File: src/rtl/rr_grant_arbiter.sv
// rr_grant_arbiter: round-robin arbiter with registered one-hot grant and valid/ready handshake.
// Define ARB_STATS_EN to add the 16-bit accepted-grant counter port grant_count.
module rr_grant_arbiter #(
  parameter int N = 8,
  parameter int PW = $clog2(N)
) (
  input  logic         clk,
  input  logic         rst,
  input  logic [N-1:0] req,
  input  logic         grant_ready,
  output logic [N-1:0] grant,
  output logic         grant_valid
`ifdef ARB_STATS_EN
  ,output logic [15:0] grant_count
`endif
);
  typedef enum logic {IDLE, GRANT} state_t;
  state_t state, state_nx;
  logic [N-1:0] grant_q, grant_nx;
  logic [PW-1:0] ptr, ptr_nx, gidx, base, win, idx;
  logic found, xfer, load;
  always_comb begin
    gidx = '0;
    for (int i = 0; i < N; i++) if (grant_q[i]) gidx = PW'(i);
  end
  assign xfer = state == GRANT && grant_ready;
  assign load = state == IDLE || xfer;
  // After a transfer the scan starts just past the winner so it drops to lowest priority.
  assign base = xfer ? PW'(gidx + PW'(1)) : ptr;
  always_comb begin
    found = 1'b0;
    win = '0;
    idx = '0;
    for (int k = 0; k < N; k++) begin
      idx = PW'(base + PW'(k));
      if (!found && req[idx]) begin
        found = 1'b1;
        win = idx;
      end
    end
  end
  always_comb begin
    state_nx = load ? (found ? GRANT : IDLE) : state;
    grant_nx = load ? (found ? N'(1) << win : '0) : grant_q;
    ptr_nx = xfer ? base : ptr;
  end
  always_ff @(posedge clk) begin
    if (rst) begin
      state <= IDLE;
      grant_q <= '0;
      ptr <= '0;
    end else begin
      state <= state_nx;
      grant_q <= grant_nx;
      ptr <= ptr_nx;
    end
  end
  assign grant = grant_q;
  assign grant_valid = state == GRANT;
`ifdef ARB_STATS_EN
  always_ff @(posedge clk) begin
    if (rst) grant_count <= '0;
    else if (xfer) grant_count <= grant_count + 16'd1;
  end
`endif
endmodule

File: config.mk
export PLATFORM = sky130hd
export DESIGN_NAME = rr_grant_arbiter
export DESIGN_NICKNAME = d
export VERILOG_FILES = /design/src/rtl/rr_grant_arbiter.sv
export SDC_FILE = /design/constraint.sdc
export NUM_CORES = 1
export LEC_CHECK = 0
export ABC_AREA = 1
export CORE_AREA = 10 10 85 50
export DETAILED_ROUTE_END_ITERATION = 7
export DIE_AREA = 0 0 95 60
export PLACE_DENSITY = 0.8
export SLEW_MARGIN = 20
export SYNTH_ARGS = -nofsm -noshare
export SYNTH_HDL_FRONTEND = slang
export SYNTH_SLANG_ARGS = --single-unit
File: constraint.sdc
create_clock -name clk -period 8.9 [get_ports clk]
set_input_delay 0.89 -clock clk [delete_from_list [all_inputs] [get_ports clk]]
set_output_delay 0.89 -clock clk [all_outputs]
set_load 0.1 [all_outputs]
==> impl_metrics.py <==
metrics = {
    "detailed_routing": {
        "drc": 0,
        "wl_mm": 4.50,
        "post_drt_wl_per_cell_um": 13.6,
        "detail-route-antenna-nets": 0,
        "dr.pass1.iters": 5,
        "drt_iter0_markers": 284,
        "via_per_inst": 5.44,
        "vias": 1795,
    },
    "worst_setup_path": {
        "worstSetupEndpointType": "register",
        "worst_r2r_path_depth": 25,
        "r2r_end": "grant[2]",
        "arrival_ps": 4150,
        "r2r_start": "grant[2]",
        "worstPathMaxFanout": 16,
        "rrSetupSlack_ps": 5140,
        "worstPathRequired_ps": 9020,
        "cp-start-kind": "input pin",
        "worstSetupPathType": "in -> reg",
    },
    "floorplanning": {
        "die_w_um": 95,
        "fp.dieArea_um2": 5700,
        "row_count": 14,
        "start_util": 0.563,
        "fp.dieH_um": 60,
        "ios": 20,
        "coreArea_um2": 2840,
    },
    "sta": {
        "relSlewSlack": 0.345,
        "post-route-period-util": 0.452,
        "rsz0062_at_grt": "no",
        "clock_skew_ps": 0.714,
        "max_freq_mhz": 249,
        "tightest_slew_ps": 980,
        "setup-violations-final": 0,
        "min_period_ps": 4020,
        "slew_violations": 0,
        "finalHoldViolCount": 0,
        "tns_ps": 0,
    },
    "finish": {
        "final_nets": 305,
        "nFillCells": 278,
        "drive_gt1_frac": 0.190,
        "area_delta_synth_final_pct": 14.4,
        "mostFrequentLayoutCell": "nand2_1",
        "diodes": 0,
        "final_cell_mix": "nand2_1, nand3_1, inv_1, nor2_1, clkdlybuf4s50_1",
    },
    "clock_tree": {
        "cts_sinks": 12,
        "cts_setup_buffers": 0,
        "htreeDepth": 1,
        "cts_buffers": 3,
        "post_cts_resized": 0,
        "cts_tree": "yes",
        "clock-root-buffer": "clkbuf_8",
        "clockBufferDepth": 2,
        "worstSkewPairLatency_ps": 250,
        "path_clk_slew_ps": 60,
        "ctsHoldBuffers": 0,
    },
    "yosys": {
        "syn_area_per_cell_um2": 5.84,
        "syn_nets": 288,
        "yosysTopAreaCell": "nand2_1",
        "synthTopCellsByArea": "nand2_1, nand3_1, dfxtp_1",
        "yosys_warnings": 0,
        "syn_area_um2": 1600,
        "ys_seq_area_frac": 0.150,
        "ys_seq_elements": 12,
        "synth_cell_type_count": 28,
        "synth_cells": 274,
        "synth-edff-count": 0,
        "ys.flop_type": "dfxtp_1",
        "synthArstFlopShare": 0,
        "synth_top_area_share": 0.197,
    },
    "placement": {
        "port_buffers": 19,
        "dp_hpwl_mm": 3.79,
        "globalplace.congestion": 0.986,
    },
    "global_routing": {
        "grt_pass1_vias": 1393,
        "grt_overflow": 0,
        "antenna_found_initial": 0,
        "grt_max_degree": 17,
        "grt_pass1_wl_mm": 7.10,
        "grt_usage": 0.157,
    },
    "min_path": {
        "worst_hold_path.endpoint": "grant[0]",
        "holdCritPathClass": "reg -> reg",
        "min_path_cells": 2,
        "worstHoldStart": "grant[0]",
    },
    "run_status": {
        "status": "finished clean",
    },
    "job": {
        "maxCapViolCount": 0,
    },
}
## sequential cells by signal (all words and copies together) (netlist names)
signal       count
grant            8
ptr              3
grant_valid      1
## through the flow
| step | cell area, um2 | std cells | setup WS [ps] | util | hold WS (ps) |
|---|---|---|---|---|---|
| after floorplan | 1600 | 274 | 5270 | - | 678 |
| after global placement | 1770 | 326 | 4640 | 0.625 | 470 |
| after global routing | 1830 | 330 | 4580 | 0.645 | 492 |
| after CTS | 1830 | 330 | 4910 | 0.645 | 471 |
| after detailed placement | 1770 | 326 | 4650 | 0.625 | 459 |
| final | 1830 | 330 | 4880 | 0.645 | 468 |
## worst max-delay path, stage by stage
cell	delay, ps
clkdlybuf4s50_1	430
nand2_2	110
nand2_1	330
nand2_4	310
inv_1	150
ha_1	410
inv_1	120
nand3_1	140
nand2_2	80
nand2_2	70
nand2_2	90
nor2_4	110
nand4_2	100
nor2_4	180
nand3_1	160
nand2_1	140
inv_2	50
nand3_2	90
nor2_1	50
nor2_1	90
nor2_1	40
## synth_stat cells (2+ instances only)
library cell and instances:
a21oi_1 8, o21ai_0 2, nor2_1 19, or2_1 2, buf_6 5, inv_1 24, nand2_1 84, o21ai_1 2
nand3_2 10, nand2_2 16, dfxtp_1 12, nand3_1 52, inv_2 13, nor2_4 3, ha_1 3, nand4_1 6
nand4_2 2
## routing by layer
layer  up-vias  wire [um]  track usage  part of all wire
met5         -          0            0                 0
met4         0         12       0.0254            0.0027
met3         4        556       0.0513              0.12
met2        97       1600        0.176              0.36
met1       778       2330        0.258              0.52
li1        916          -            -                 -
## kinds of logic after synthesis
family,share of synthesized area
compound gates,0.0532
xor+xnor,0.0258
fa+ha+maj,0.0235
buf+inv,0.128
flops,0.150
simple gates,0.620
## layout make-up
type / instances / area, um2 / area share
inverter: 37 / 139 / 0.0759
timing repair buffer: 19 / 190 / 0.104
clock buffer: 4 / 55.1 / 0.0301
multi-input combinational: 218 / 1150 / 0.631
tap: 40 / 50.0 / 0.0274
sequential: 12 / 240 / 0.131
## worst max-delay path by stage
| stage | slack (ps) | cells after the start | startpoint | endpoint |
|---|---|---|---|---|
| after floorplan | 5270 | 25 | grant[2] | grant[2] |
| after global placement | 4640 | 21 | grant_ready | grant[2] |
| after detailed placement | 4650 | 21 | grant_ready | grant[2] |
| after CTS | 4910 | 21 | grant_ready | grant[2] |
| after global routing | 4580 | 21 | grant_ready | grant[2] |
| final | 4880 | 21 | grant_ready | grant[2] |
Power is not shown: default switching activity piles up to over one toggle a cycle in this logic, so the estimate is an artifact.
